File: config.mk
export PLATFORM = sky130hd
export DESIGN_NAME = dmem_arbiter
export DESIGN_NICKNAME = d
export VERILOG_FILES = /design/src/rtl/dmem_arbiter.sv
export SDC_FILE = /design/constraint.sdc
export NUM_CORES = 1
export LEC_CHECK = 0
export ABC_AREA = 0
export CAP_MARGIN = 15
export CORE_ASPECT_RATIO = 1.2
export CORE_MARGIN = 10
export CORE_UTILIZATION = 40
export DETAILED_ROUTE_END_ITERATION = 16
export GPL_ROUTABILITY_DRIVEN = 0
export GPL_TIMING_DRIVEN = 1
export PLACE_DENSITY = 0.82
export SYNTH_ARGS = -nofsm -noshare
export SYNTH_HDL_FRONTEND = slang
export SYNTH_SLANG_ARGS = --single-unit
File: constraint.sdc
create_clock -name clk -period 3 [get_ports clk]
set_input_delay 0.3 -clock clk [delete_from_list [all_inputs] [get_ports clk]]
set_output_delay 0.3 -clock clk [all_outputs]
set_load 0.005 [all_outputs]
File: src/rtl/dmem_arbiter.sv
// Two-port arbiter in front of the single-ported data memory.
// It grants one port, makes one dmem access, returns a one-cycle response and rejects misaligned or illegal-size commands.
module dmem_arbiter #(
    parameter int unsigned XLEN      = 32,
    parameter bit          CORE_PRIO = 1'b0
) (
    input  logic            clk,
    input  logic            rstn,
    input  logic            c_req,
    input  logic            c_we,
    input  logic [XLEN-1:0] c_addr,
    input  logic [XLEN-1:0] c_wdata,
    input  logic [1:0]      c_size,
    input  logic            c_lu,
    output logic            c_gnt,
    output logic            c_rvalid,
    output logic [XLEN-1:0] c_rdata,
    output logic            c_err,
    input  logic            d_req,
    input  logic            d_we,
    input  logic [XLEN-1:0] d_addr,
    input  logic [XLEN-1:0] d_wdata,
    input  logic [1:0]      d_size,
    input  logic            d_lu,
    output logic            d_gnt,
    output logic            d_rvalid,
    output logic [XLEN-1:0] d_rdata,
    output logic            d_err,
    output logic            m_we,
    output logic [XLEN-1:0] m_a,
    output logic [XLEN-1:0] m_wd,
    output logic [1:0]      m_lwhb,
    output logic [1:0]      m_swhb,
    output logic            m_lu,
    input  logic [XLEN-1:0] m_rd,
    output logic            busy
);

    localparam int unsigned SZ_W = 2;
    localparam logic [SZ_W-1:0] SZ_ILL  = 2'b00;
    localparam logic [SZ_W-1:0] SZ_HALF = 2'b10;
    localparam logic [SZ_W-1:0] SZ_WORD = 2'b11;

    typedef enum logic [1:0] {
        IDLE   = 2'd0,
        ACCESS = 2'd1,
        RESP   = 2'd2
    } state_t;

    state_t state_q, state_d;
    logic   last_d_q;
    logic   own_d_q;
    logic   err_q;
    logic   pick_d;
    logic   grant;

    logic            win_we;
    logic [XLEN-1:0] win_addr;
    logic [XLEN-1:0] win_wdata;
    logic [SZ_W-1:0] win_size;
    logic            win_lu;
    logic            win_err;
    logic [XLEN-1:0] load_data;

    // D wins a tie only when round-robin is on and C was served last
    assign pick_d = d_req && (!c_req || (!CORE_PRIO && !last_d_q));
    assign grant  = c_gnt | d_gnt;
    assign busy   = (state_q != IDLE);

    always_comb begin : fsm_next
        state_d = state_q;
        c_gnt   = 1'b0;
        d_gnt   = 1'b0;
        case (state_q)
            IDLE: begin
                if (c_req || d_req) begin
                    c_gnt   = !pick_d;
                    d_gnt   = pick_d;
                    state_d = ACCESS;
                end
            end
            ACCESS:  state_d = RESP;
            RESP:    state_d = IDLE;
            default: state_d = IDLE;
        endcase
    end

    always_ff @(posedge clk or negedge rstn) begin : fsm_reg
        if (!rstn) begin
            state_q  <= IDLE;
            last_d_q <= 1'b1;
        end else begin
            state_q <= state_d;
            if (grant) last_d_q <= d_gnt;
        end
    end

    assign win_we    = d_gnt ? d_we    : c_we;
    assign win_addr  = d_gnt ? d_addr  : c_addr;
    assign win_wdata = d_gnt ? d_wdata : c_wdata;
    assign win_size  = d_gnt ? d_size  : c_size;
    assign win_lu    = d_gnt ? d_lu    : c_lu;
    assign win_err   = (win_size == SZ_ILL)
                     || (win_size == SZ_HALF && win_addr[0])
                     || (win_size == SZ_WORD && win_addr[1:0] != 2'b00);

    // m_lwhb is nonzero only for a legal load, so it doubles as the capture qualifier
    assign load_data = (m_lwhb != SZ_ILL) ? m_rd : '0;

    // m_* hold the latched command for the ACCESS cycle only; responses live for RESP only
    always_ff @(posedge clk or negedge rstn) begin : dpath
        if (!rstn) begin
            own_d_q  <= 1'b0;
            err_q    <= 1'b0;
            m_we     <= 1'b0;
            m_a      <= '0;
            m_wd     <= '0;
            m_lwhb   <= '0;
            m_swhb   <= '0;
            m_lu     <= 1'b0;
            c_rvalid <= 1'b0;
            c_rdata  <= '0;
            c_err    <= 1'b0;
            d_rvalid <= 1'b0;
            d_rdata  <= '0;
            d_err    <= 1'b0;
        end else begin
            m_we     <= 1'b0;
            m_a      <= '0;
            m_wd     <= '0;
            m_lwhb   <= '0;
            m_swhb   <= '0;
            m_lu     <= 1'b0;
            c_rvalid <= 1'b0;
            c_rdata  <= '0;
            c_err    <= 1'b0;
            d_rvalid <= 1'b0;
            d_rdata  <= '0;
            d_err    <= 1'b0;
            if (grant) begin
                own_d_q <= d_gnt;
                err_q   <= win_err;
                if (!win_err) begin
                    m_we   <= win_we;
                    m_a    <= win_addr;
                    m_wd   <= win_wdata;
                    m_lu   <= win_lu;
                    m_lwhb <= win_we ? SZ_ILL : win_size;
                    m_swhb <= win_we ? win_size : SZ_ILL;
                end
            end
            if (state_q == ACCESS) begin
                c_rvalid <= !own_d_q;
                d_rvalid <= own_d_q;
                c_rdata  <= own_d_q ? '0 : load_data;
                d_rdata  <= own_d_q ? load_data : '0;
                c_err    <= !own_d_q && err_q;
                d_err    <= own_d_q && err_q;
            end
        end
    end

endmodule
* After elaboration in Yosys (flattened, before gate mapping)
Cells that the tools add are included.
** Operators by class
- Magnitude comparators :: 0
- Muxes and demuxes :: 34
- Add/subtract/negate cells :: 0
- Equality and inequality tests :: 4
- Multiply operators :: 0
- Shift-type cells :: 0
- Reduce and logical (&&, ||, !) cells :: 18
- Div/mod/pow operators :: 0
- Bitwise operators :: 1
** Operator list (number)
- 32-bit two-way mux :: 11
- 2-bit two-way mux :: 8
- 1-bit two-way mux :: 14
- 2-bit nonzero test :: 3
- 1-bit logical AND :: 5
- 2-bit equality test, second input constant :: 2
- 1-bit zero test :: 4
- 2-bit zero test :: 2
- 1-bit logical OR :: 4
- 2-bit one-hot mux with 2 select lines :: 1
- 2-bit by 1-bit equality test with 1-bit output, second input constant :: 1
- 2-bit inequality test, second input constant :: 1
- 1-bit bitwise OR :: 1
** Word-level totals
- Latch bits :: 0
- Memory bits (read-only) :: 0
- Output and inout port bits :: 141
- Bits in writable memories :: 0
- Memories kept :: 0
- Flip-flop bits (word level) :: 143
- Input bits :: 172
- Word-level logic and storage cells :: 73

* Logic depth before layout (Yosys ltp)
Gate-level depths: netlist of the first run.
- Depth in word-level cells :: 12
- Gate-level depth with buffers :: 7

* Worst setup path before layout of the first run
OpenSTA, ideal clock, no wires.
- Kind :: register to register
- Start :: register last_d_q
- End :: register m_swhb[1]
- Data required time :: 2914 ps
- Setup slack :: 1468 ps
- Library setup time :: 86 ps
- Stages on the path, launching flop included :: 8
- Path buffers :: 2
- Arrival :: 1446 ps
- Path through :: dfstp_2 a21boi_4 nand2_2 inv_2 a211o_1 buf_2 buf_6 nor3_1
** Between the ends
- Longest elaborated chain between the ends :: 12
- Elaborated cells between the ends (all ways) :: 23
- Those cells by class :: eq/ne: 2; mux: 10; bitwise: 1; reduce/logical: 10
** RTL lines
- start: declaration :: RTL line 51 : logic last_d_q;
- start signal: assignment :: RTL line 94 : if (grant) last_d_q <= d_gnt;
- 1-bit zero test * :: RTL line 66 : assign pick_d = d_req && (!c_req || (!CORE_PRIO && !last_d_q));
- 1-bit logical OR * :: RTL line 66
- 1-bit logical AND * :: RTL line 66
- 1-bit two-way mux :: RTL line 76 : if (c_req || d_req) begin
- 1-bit two-way mux :: RTL line 74 : case (state_q)
- 2-bit two-way mux :: RTL line 101 : assign win_size = d_gnt ? d_size : c_size;
- 2-bit equality test :: RTL line 104 : || (win_size == SZ_HALF && win_addr[0])
- 1-bit logical AND :: RTL line 104
- 1-bit logical OR :: RTL line 104
- 1-bit logical OR :: RTL line 105 : || (win_size == SZ_WORD && win_addr[1:0] != 2'b00);
- 2-bit two-way mux :: RTL line 143 : if (!win_err) begin
- 2-bit two-way mux * :: RTL line 140 : if (grant) begin
- end signal: assignment :: RTL line 149 : m_swhb <= win_we ? win_size : SZ_ILL;
- end: declaration :: RTL line 33 : output logic [1:0] m_swhb,
Every way passes the cells marked *; elsewhere a longest branch is shown, timed or not.
A chain may end at the register's enable or synchronous reset.

* Worst setup path in the final report of the first run
- Start :: input port d_req
- End :: output port d_gnt
** Between the ends
- Longest elaborated chain between the ends :: 3
- Elaborated cells between the ends (all ways) :: 4
- Those cells by class :: mux: 2; reduce/logical: 2
** RTL lines
- start: declaration :: RTL line 19 : input logic d_req,
- 1-bit logical AND or 1-bit logical OR (tied branches) :: RTL line 66, 76
- 1-bit two-way mux * :: RTL line 76
- 1-bit two-way mux * :: RTL line 74
- end: declaration :: RTL line 25 : output logic d_gnt,
Marked as above.

==> results.py, run 1 <==
metrics = {
    "outcome": {
        "run_status": "finished clean",
    },
    "sta": {
        "max_freq_mhz": 455,
        "final-hold-violation-count": 0,
        "final_critical_path_setup_slack_ps": 803,
        "finalWorstPathRequiredPeriod_ps": 2200,
        "clock-skew-final_ps": 17.0,
        "final.setup.tns_ps": 0,
        "fin_crit_sh_pct": 73.2,
        "rsz0062_at_grt": "no",
        "slew_headroom_pct": 38.7,
        "setup_viol": 0,
        "maxSlewViolCount": 0,
        "worst_slew_pin_slew_ps": 920,
    },
    "worst_setup_path": {
        "slowest_delay_ps": 550,
        "arrival_ps": 1900,
        "cp.buffers_inverters": 3,
        "path_delay_family": "buffers and inverters",
        "timing.critical_path.to_type": "primary output",
        "critPathLaunchType": "input port",
        "crit_slowest_cell": "clkdlybuf4s50_1",
        "critPathMaxFanout": 12,
        "timing.critical_path.mode_cell": "clkdlybuf4s50_1",
        "timing.critical_path.cells": "clkdlybuf4s50_1, a21boi_4, nand2_2, inv_2, clkdlybuf4s50_1",
        "critical_path_required_ps": 2700,
        "critPathKind": "input port to primary output",
    },
    "finish": {
        "multi_input_area_um2": 1380,
        "layout.nets": 984,
        "share_of_the_core_filled_with_cells_in_the_final_layout_pct": 71.4,
        "final_area_um2": 9000,
        "syn2layout_area_growth_pct": 75.4,
        "fillerInstances": 885,
        "ratio_of_cells_with_drive_above_1_in_the_final_layout_pct": 5.82,
        "area.sequential_um2": 3580,
    },
    "logic_synthesis": {
        "synth_edf_count": 0,
        "yosys_register_bits": 143,
        "yosys_warnings": 0,
        "synth.cell_area_um2": 5130,
        "async_flop_share_pct": 100,
        "postSynthAreaPerCell_um2": 10.1,
        "synth.cells.most_frequent": "167 x nand2_1, 142 x dfrtp_1, 68 x nor2_1",
        "synth_nets": 678,
        "synth_area_leaders": "dfrtp_1 69%, nand2_1 12%, a21oi_1 6.5%",
        "synth_sequential_area_ratio_pct": 69.8,
        "synth_top_cell_area_share_pct": 69.3,
        "synth_area_leader_cell": "dfrtp_1",
        "synthesis.instances": 506,
        "yosys.cell_count.top_type": "nand2_1",
        "synth_ff_type": "dfrtp_1",
        "synth.distinct_cells": 24,
    },
    "global_route": {
        "grt_antenna_before_repair": 2,
        "first_global_vias": 5063,
        "global_route.overflow_total": 0,
        "total_routing_usage_reported_by_global_routing_pct": 20.9,
        "grt_max_degree": 91,
        "grt_first_pass_wirelength_um": 28000,
    },
    "detailed_routing": {
        "detailroute.via_count": 4735,
        "first_pass_iters": 6,
        "route.detailed.vias_per_inst": 4.78,
        "avgRoutedWirePerCell_um": 19.3,
        "routed_wl_um": 19100,
        "antenna_violating_nets_post_route": 0,
        "first_iter_violations": 302,
        "detail_route.drc_violations": 0,
    },
    "place": {
        "detailed_place.area_um2": 8390,
        "post-dp-hpwl_um": 14800,
        "pre_cts_slack_ps": 673,
        "port_buffers": 312,
    },
    "clock_tree": {
        "clock_latency_ps": 420,
        "root_buffer": "clkbuf_16",
        "clock_path_buffers": 2,
        "cts_post_setup_buffers_inserted": 0,
        "cts.sinks": 143,
        "cts_inserted_buffers": 17,
        "clk_transition_reported_paths_ps": 60,
        "clock_tree_from_tritoncts": "done",
        "cts_htree_levels": 4,
    },
    "power_and_ir_drop": {
        "ir_worst_vdd_mv": 0.357,
        "p_leak_nw": 4.04,
        "pwr_density_cell_nw_per_um2": 683,
    },
    "die": {
        "placeableCoreArea_um2": 12600,
        "die_h_um": 144,
        "initial_core_util_pct": 40.7,
        "floorplan.rows": 45,
        "dieArea_um2": 17800,
        "pin_count": 313,
        "die_x_um": 123,
    },
    "job": {
        "maxCapViolCount": 0,
    },
    "hold_path": {
        "min-delay-path-class": "input port to flop",
    },
}
## layout by cell type, fill, tap and decap left out, types with 4 or more instances in the layout
cell	n
clkdlybuf4s50_1	311
nand2_1	167
dfrtp_1	142
nor2_1	68
a21oi_1	67
clkbuf_16	17
inv_1	6
inv_6	5
mux2i_1	4
nor3_1	4
buf_4	4
## tightest hold or removal path, cell delays in order
cell and delay (ps):
clkdlybuf4s50_1 400, nand2_1 60, a21oi_1 50
## final timing paths
path                            depth (start not counted)   startpoint           to  slack [ps]
worst min-delay path                                    3  d_wdata[20]     m_wd[20]         430
worst max-delay path                                    5        d_req        d_gnt         800
min in group asynchronous                               2         rstn   c_rdata[6]         510
worst max register to register                          5     last_d_q    m_lwhb[1]        1000
max in group asynchronous                               3         rstn  c_rdata[15]        1680
worst min register to register                          2     last_d_q     last_d_q         500
## sequential cells by signal, indices dropped and copies added, names as in the netlist
| signal | cells |
|---|---|
| d_err | 1 |
| m_swhb | 2 |
| m_lwhb | 2 |
| m_a | 32 |
| c_rdata | 32 |
| c_rvalid | 1 |
| m_wd | 32 |
| last_d_q | 1 |
| m_lu | 1 |
| state_q | 2 |
| err_q | 1 |
| d_rdata | 32 |
| d_rvalid | 1 |
| m_we | 1 |
| own_d_q | 1 |
| c_err | 1 |
## cell type report
type / instances / area share [%]
flip-flops and latches: 143 / 39.8
repair buffers: 320 / 35.9
multi-input cells: 323 / 15.3
clock buffers: 17 / 4.73
well taps: 164 / 2.28
clock inverters: 15 / 1.65
inverters: 7 / 0.292
diodes: 1 / 0.0278
## what timing repair did
item	4_1_cts	5_1_grt
gates resized for setup	0	0
hold buffers	1	0
hold endpoints to repair	63	0
## cell families (layout without fill, tap and decap cells)
group,Yosys count,count (layout),share of synthesized area (%)
and+or+nand+nor,245,245,18.3
other,0,1,0
buffers and inverters,40,359,3.34
AOI/OAI and AO/OA,73,73,7.58
muxes,5,5,1.00
DFF,143,143,69.8
## per-stage QoR
step	hold slack [ps]	power (W)	std cells
2_1_floorplan	4.41	0.00310	506
3_3_place_gp	408	0.00408	955
3_5_place_dp	423	0.00413	955
4_1_cts	414	0.00618	988
5_1_grt	421	0.00647	990
6_report	425	0.00615	990
## report_power, final
group / internal, W / switching [W]
registers: 0.00219 / 0.0000990
clock network: 0.00117 / 0.000862
logic: 0.000873 / 0.000951
total: 0.00423 / 0.00191
## layer usage
metal / track usage, % / vias to the layer above / part of all wire [%]
li1: - / 2199 / -
met1: 20.0 / 2245 / 33
met2: 37.5 / 256 / 52
met3: 9.36 / 33 / 11
met4: 9.09 / 2 / 3.0
met5: 0 / - / 0.068
(Power assumes the default switching activity.)
==> run 2: changes to the inputs <==
Settings changed: CORE_UTILIZATION 40 to 34, PLACE_DENSITY 0.82 to 0.73.
Clock period 3 ns to 1.9 ns, I/O delays scaled along.
==> results.py, run 2 (synthesized netlist as in run 1, its figures left out) <==
metrics = {
    "outcome": {
        "run_status": "finished clean",
    },
    "die": {
        "die_x_um": 132,
        "floorplan.rows": 49,
        "dieArea_um2": 20400,
        "die_h_um": 155,
        "initial_core_util_pct": 34.4,
        "placeableCoreArea_um2": 14900,
        "pin_count": 313,
    },
    "detailed_routing": {
        "antenna_violating_nets_post_route": 0,
        "detailroute.via_count": 4774,
        "route.detailed.vias_per_inst": 4.60,
        "first_iter_violations": 272,
        "first_pass_iters": 4,
        "avgRoutedWirePerCell_um": 18.4,
        "detail_route.drc_violations": 0,
        "routed_wl_um": 19100,
    },
    "sta": {
        "fin_crit_sh_pct": 91.8,
        "worst_slew_pin_slew_ps": 652,
        "final.setup.tns_ps": 0,
        "rsz0062_at_grt": "no",
        "clock-skew-final_ps": 17.5,
        "maxSlewViolCount": 0,
        "slew_headroom_pct": 56.5,
        "max_freq_mhz": 574,
        "final-hold-violation-count": 0,
        "final.hold.worst_slack_ps": 234,
        "finalWorstPathRequiredPeriod_ps": 1740,
        "setup_viol": 0,
    },
    "finish": {
        "multi_input_area_um2": 1390,
        "layout.nets": 992,
        "share_of_the_core_filled_with_cells_in_the_final_layout_pct": 61.4,
        "most_common_cell_after_layout_fill_and_taps_aside": "clkdlybuf4s50_1",
        "area.sequential_um2": 3580,
        "n_antenna_cell": 0,
        "fillerInstances": 1207,
        "syn2layout_area_growth_pct": 78.4,
        "ratio_of_cells_with_drive_above_1_in_the_final_layout_pct": 6.72,
        "final_area_um2": 9150,
        "mostFrequentLayoutCells": "309 x clkdlybuf4s50_1, 167 x nand2_1, 142 x dfrtp_1, 68 x nor2_1, 67 x a21oi_1",
    },
    "clock_tree": {
        "clock_latency_ps": 420,
        "cts_inserted_buffers": 17,
        "cts.sinks": 143,
        "cts_htree_levels": 4,
        "clk_transition_reported_paths_ps": 70,
        "root_buffer": "clkbuf_16",
        "clock_tree_from_tritoncts": "done",
        "clock_path_buffers": 2,
    },
    "power_and_ir_drop": {
        "ir_worst_vdd_mv": 0.567,
        "p_leak_nw": 4.12,
        "power_w": 0.00996,
        "pwr_density_cell_nw_per_um2": 1090,
    },
    "worst_setup_path": {
        "r2r_start": "last_d_q",
        "r2r.worst_path.cells": 5,
        "critical_path_required_ps": 1710,
        "reg2reg_setup_slack_ps": 260,
        "cp.buffers_inverters": 2,
        "crit_slowest_cell": "clkdlybuf4s50_1",
        "arrival_ps": 1550,
        "path_delay_family": "buffers and inverters",
        "crit-reg2reg-capture": "m_a[11]",
        "critPathLaunchType": "flop",
        "critPathKind": "flop to primary output",
        "timing.critical_path.cells": "nor2_4, inv_1, clkdlybuf4s50_1",
        "slowest_delay_ps": 490,
        "critPathMaxFanout": 4,
        "timing.critical_path.to_type": "primary output",
    },
    "global_route": {
        "first_global_vias": 5170,
        "total_routing_usage_reported_by_global_routing_pct": 18.3,
        "grt_antenna_before_repair": 1,
        "grt_first_pass_wirelength_um": 29000,
        "global_route.overflow_total": 0,
        "grt_max_degree": 58,
    },
    "place": {
        "detailed_place.area_um2": 8530,
        "port_buffers": 312,
        "post-dp-hpwl_um": 14700,
    },
    "hold_path": {
        "min-delay-path-class": "input port to async pin",
    },
    "job": {
        "maxCapViolCount": 0,
    },
}
## run 2: cell types whose count changed in the layout (fill, tap and decap cells not counted), sizes merged
cell	delta
inv	+1
diode	-1
clkinv	+2
clkdlybuf4s50	-2
dlygate4sd2	+1
dlymetal6s2s	+1
clkinvlp	-3
buf	+8
## run 2: layer usage
layer / global-route usage [%] / wire length [um]
met4: 7.37 / 474
met1: 18.5 / 6970
met3: 8.36 / 1880
met5: 0 / 14
met2: 32.0 / 9720
## run 2: worst max path at each step
| stage | start | to | slack [ps] | cells after the start |
|---|---|---|---|---|
| global route | state_q[1] | busy | 80 | 3 |
| finish | state_q[1] | busy | 160 | 3 |
| detailed placement | d_req | m_swhb[0] | 5 | 6 |
| global placement | d_req | m_swhb[0] | 50 | 6 |
| floorplan | last_d_q | m_swhb[1] | 370 | 7 |
| CTS | last_d_q | d_gnt | 10 | 4 |
## run 2: what timing repair did
action | in CTS | in global routing
pin swaps | 0 | 1
endpoints found under the setup margin | 2 | 1
hold endpoints to repair | 35 | 0
buffers inserted | 0 | 1
resized for setup | 2 | 1
hold buffers | 1 | 0
## run 2: metrics by stage
step           std cells  setup WS, ps
4_1_cts             1036          11.5
6_report            1037           157
2_1_floorplan        506           368
5_1_grt             1037          78.4
3_3_place_gp        1003          54.7
3_5_place_dp        1003          4.85
## run 2: cell type report
class                      count  share of cell area (%)
timing repair buffer         328                    36.2
multi-input combinational    323                    15.1
inverter                       7                   0.287
tap                          204                    2.79
sequential                   143                    39.1
clock inverter                15                    1.85
clock buffer                  17                    4.65
## run 2: power by group
group | internal [W] | leakage, nW | total (W) | switching, W
registers | 0.00346 | 1.96 | 0.00361 | 0.000152
clock network | 0.00188 | 0.295 | 0.00335 | 0.00147
logic | 0.00146 | 1.86 | 0.00300 | 0.00154
total | 0.00680 | 4.12 | 0.00996 | 0.00316
==> run 3: changes to the inputs <==
Settings changed: REMOVE_ABC_BUFFERS set to 1.
==> results.py, run 3 (synthesized netlist as in run 1, its figures left out) <==
metrics = {
    "outcome": {
        "run_status": "finished clean",
    },
    "hold_path": {
        "min-delay-path-class": "input port to async pin",
    },
    "global_route": {
        "first_global_vias": 5158,
        "grt_antenna_before_repair": 1,
        "global_route.overflow_total": 0,
        "grt_max_degree": 70,
        "total_routing_usage_reported_by_global_routing_pct": 17.7,
        "grt_first_pass_wirelength_um": 28200,
    },
    "die": {
        "die_h_um": 155,
        "dieArea_um2": 20400,
        "die_x_um": 132,
        "floorplan.rows": 49,
        "placeableCoreArea_um2": 14900,
        "pin_count": 313,
        "initial_core_util_pct": 34.4,
    },
    "clock_tree": {
        "cts.sinks": 143,
        "cts_htree_levels": 4,
        "clock_path_buffers": 2,
        "clock_latency_ps": 410,
        "clock_tree_from_tritoncts": "done",
        "root_buffer": "clkbuf_16",
        "cts_inserted_buffers": 17,
        "clk_transition_reported_paths_ps": 70,
    },
    "power_and_ir_drop": {
        "ir_worst_vdd_mv": 0.737,
        "p_seq_share_pct": 36.6,
        "power_w": 0.00989,
        "switching_share_pct": 31.3,
        "power.share.clock_pct": 33.0,
        "internal-power_w": 0.00679,
        "pwr_density_cell_nw_per_um2": 1080,
        "p_leak_nw": 4.10,
        "comb_power_share_pct": 30.4,
        "p_sw_w": 0.00310,
    },
    "finish": {
        "ratio_of_cells_with_drive_above_1_in_the_final_layout_pct": 6.71,
        "mostFrequentLayoutCells": "309 x clkdlybuf4s50_1, 167 x nand2_1, 142 x dfrtp_1, 68 x nor2_1, 67 x a21oi_1",
        "share_of_the_core_filled_with_cells_in_the_final_layout_pct": 61.4,
        "layout.nets": 993,
        "final_area_um2": 9150,
        "syn2layout_area_growth_pct": 78.2,
        "most_common_cell_after_layout_fill_and_taps_aside": "clkdlybuf4s50_1",
    },
    "detailed_routing": {
        "detail_route.drc_violations": 0,
        "first_pass_iters": 6,
        "route.detailed.vias_per_inst": 4.56,
        "first_iter_violations": 218,
        "avgRoutedWirePerCell_um": 18.0,
        "routed_wl_um": 18700,
        "detailroute.via_count": 4743,
        "antenna_violating_nets_post_route": 0,
    },
    "place": {
        "post-dp-hpwl_um": 14400,
        "port_buffers": 312,
        "detailed_place.area_um2": 8530,
    },
    "job": {
        "maxCapViolCount": 0,
    },
    "sta": {
        "maxSlewViolCount": 0,
        "max_freq_mhz": 551,
        "setup_viol": 0,
        "worst_slew_pin_slew_ps": 640,
        "finalWorstPathRequiredPeriod_ps": 1820,
        "final-hold-violation-count": 0,
        "clock-skew-final_ps": 11.3,
        "final.hold.worst_slack_ps": 268,
        "slew_headroom_pct": 57.4,
        "fin_crit_sh_pct": 95.5,
    },
    "worst_setup_path": {
        "arrival_ps": 1630,
        "critPathLaunchType": "flop",
        "critPathMaxFanout": 5,
        "critical_path_required_ps": 1710,
        "timing.critical_path.to_type": "primary output",
        "critPathKind": "flop to primary output",
    },
}
-- run 3: layer usage --
| metal | track usage, % | wire [um] |
|---|---|---|
| met3 | 8.65 | 2050 |
| met1 | 18.8 | 6730 |
| met4 | 7.43 | 597 |
| met5 | 0 | 0 |
| met2 | 29.4 | 9330 |
-- run 3: cell type report --
type                    instances  area [um2]
repair buffers                329        3320
flip-flops and latches        143        3580
clock buffers                  18         429
fillers                      1231        5750
clock inverters                14         148
multi-input cells             323        1390
inverters                       7        26.3
well taps                     204         255
diodes                          1        2.50
-- run 3: worst paths after layout --
kind                       cells past startpoint        from          end  slack, ps
min                                            2        rstn  d_rdata[22]        270
min reg2reg                                    2    last_d_q     last_d_q        490
max                                            5    last_d_q        d_gnt         80
min in group clk                               3  d_addr[23]      m_a[23]        320
max reg2reg                                    6    last_d_q    m_lwhb[1]        100
max in group asynchronous                      3        rstn       m_a[5]       1010
-- run 3: metrics by stage --
| stage | setup WS (ps) | TNS, ps | instances |
|---|---|---|---|
| 2_1_floorplan | -1540 | -104080 | 473 |
| 3_3_place_gp | 25.9 | 0 | 1003 |
| 3_5_place_dp | -6.15 | -10.5 | 1003 |
| 4_1_cts | 4.61 | 0 | 1036 |
| 5_1_grt | -23.2 | -23.2 | 1039 |
| 6_report | 84.6 | 0 | 1039 |
-- run 3: power by group through the flow --
stage | Clock, W | Combinational, W | Sequential (W)
3_3_place_gp | 0 | 0.00292 | 0.00366
5_1_grt | 0.00348 | 0.00328 | 0.00366
3_5_place_dp | 0 | 0.00300 | 0.00368
6_report | 0.00326 | 0.00301 | 0.00362
2_1_floorplan | 0 | 0.00105 | 0.00370
4_1_cts | 0.00334 | 0.00302 | 0.00363
-- run 3: worst max-delay path: stages (launching register included) --
cell           delay (ps)
dfstp_2               550
buf_4                 120
a21boi_4               60
nand2_2               110
inv_2                  90
dlygate4sd2_1         290
-- run 3: what timing repair did --
action / CTS / global route
endpoints found under the hold margin: 41 / 0
cloned: 0 / 0
gates resized for setup: 2 / 1
hold buffers: 1 / 0
setup buffers: 0 / 2
pin swaps: 0 / 1
setup endpoints to repair: 2 / 1
==> patch: new RTL, config.mk and constraints of run 1 <==
The 3 states of `state_t` get a one-hot encoding in 3 bits.
--- a/src/rtl/dmem_arbiter.sv
+++ b/src/rtl/dmem_arbiter.sv
@@ -43,6 +43,6 @@
 
-    typedef enum logic [1:0] {
-        IDLE   = 2'd0,
-        ACCESS = 2'd1,
-        RESP   = 2'd2
+    typedef enum logic [2:0] {
+        IDLE   = 3'b001,
+        ACCESS = 3'b010,
+        RESP   = 3'b100
     } state_t;
Function: same outputs for any inputs over 10 cycles, from zero or initial values and one cycle with rstn low; not proved beyond that.
==> patch against run 1 <==
  * Via count is 7.0% lower
  * Wire length is 5.1% lower
  * Global-route usage is 2.0 points lower
  * Sequential cell count is 1 higher
  * Clock skew is 0.0047 ns lower
  * Cell area is 2.7% higher
  * Area after synthesis is 3.7% higher
  * First-iteration DRC count is 12% lower
  * Critical path depth is 1 lower
  * Setup slack worse by 0.19 ns
  * Highest routed layer is now met4
  * Power is 1.1% higher
==> patch: results (changes against run 1) <==
* R2R setup slack at 0.98 ns (-0.02 ns)
* Invs w/o clock at 6 (-1)
* Worst-path fanout max at 3 (-9)
* Max VDD drop at 0.461 mV (+29%)
* Multi-input gates at 258 (-20%)
* Status: complete, no violations
* Top cells by area, synth: dfrtp_1 67%, mux2i_1 13%, nor3_1 6.2%
* Area delta synth->final at 73.7%
* Antenna diodes at 0 (-1)
* Peak per-stage delay on the critical path at 0.52 ns (-0.03 ns)
* CP max stage cell: dfstp_2
* Layout cells sized above 1 at 6.57% (+0.75 points)
* Number of vias per cell at 4.74 (-0.86%)
* Count of non-CTS buffers in the layout at 321 (+0.31%)
* Clkbuf count at 18 (+1)
* Nets@finish at 920 (-6.5%)
* TritonRoute pass-1 iters at 4 (-2)
* Syn Nets at 613 (-9.6%)
* Buffering overhead at 35.0% (-0.95 points)
* FF+latch count, synth at 144 (+0.70%)
* WL/cell at 19.5 µm (+1.2%)
* Top cells by count, synth: 142 x dfrtp_1, 70 x mux2i_1, 66 x nor2_1, 66 x nor3_1, 37 x nand2_1
* Final Instance Area at 9250 µm² (+2.7%)
* Sequential share of the synthesized area at 67.7% (-2.0 points)
* Routed met3 length at 1890 µm (-14%)
* First-pass GRT wire length at 27300 µm (-2.2%)
==> patch: cell count changes in the layout (fill, tap and decap cells not counted), sizes merged, moves of 3 or more <==
cell	delta
mux2i	+66
nor3	+62
nor2	-3
nor4	+4
nand2	-130
a21oi	-65
==> patch: through the flow <==
stage          setup WS, ns  std cells
4_1_cts               0.559        929
3_3_place_gp          0.830        896
5_1_grt               0.515        929
2_1_floorplan          1.25        441
6_report              0.609        929
3_5_place_dp          0.747        896
==> patch: power breakdown <==
group / switching [µW] / internal (µW)
clock: 867 / 1260
combinational: 909 / 921
sequential: 81.8 / 2170
total: 1860 / 4350
==> patch: critical path: cells and delay by family (launching register included) <==
kind,cells,cell delay (ns)
buffers and inverters,2,0.65
flip-flops,1,0.52
AND/OR/NAND/NOR,2,0.53
==> patch: worst paths after layout <==
kind                                   startpoint               endpoint  cells past startpoint
max                        state_q[0]$_DFFE_PN1P_                  c_gnt                      4
max reg2reg                state_q[0]$_DFFE_PN1P_    m_lwhb[1]$_DFF_PN0_                      5
min                                      m_rd[22]  c_rdata[22]$_DFF_PN0_                      3
min in group asynchronous                    rstn   d_rdata[1]$_DFF_PN0_                      2
min reg2reg                  last_d_q$_DFFE_PN1P_   last_d_q$_DFFE_PN1P_                      2
max in group asynchronous                    rstn      m_wd[6]$_DFF_PN0_                      3
==> patch: cells by family (layout without fill, tap and decap cells) <==
| family | count (synthesis) | in the layout | share of synthesized area, % |
|---|---|---|---|
| simple gates | 180 | 180 | 14.9 |
| buf+inv | 39 | 359 | 2.96 |
| flops | 144 | 144 | 67.7 |
| mux | 73 | 73 | 13.8 |
| compound gates | 5 | 5 | 0.587 |
==> patch: what timing repair did <==
action,4_1_cts,5_1_grt
hold buffers,1,0
hold endpoints to repair,86,0
endpoints found under the setup margin,0,0
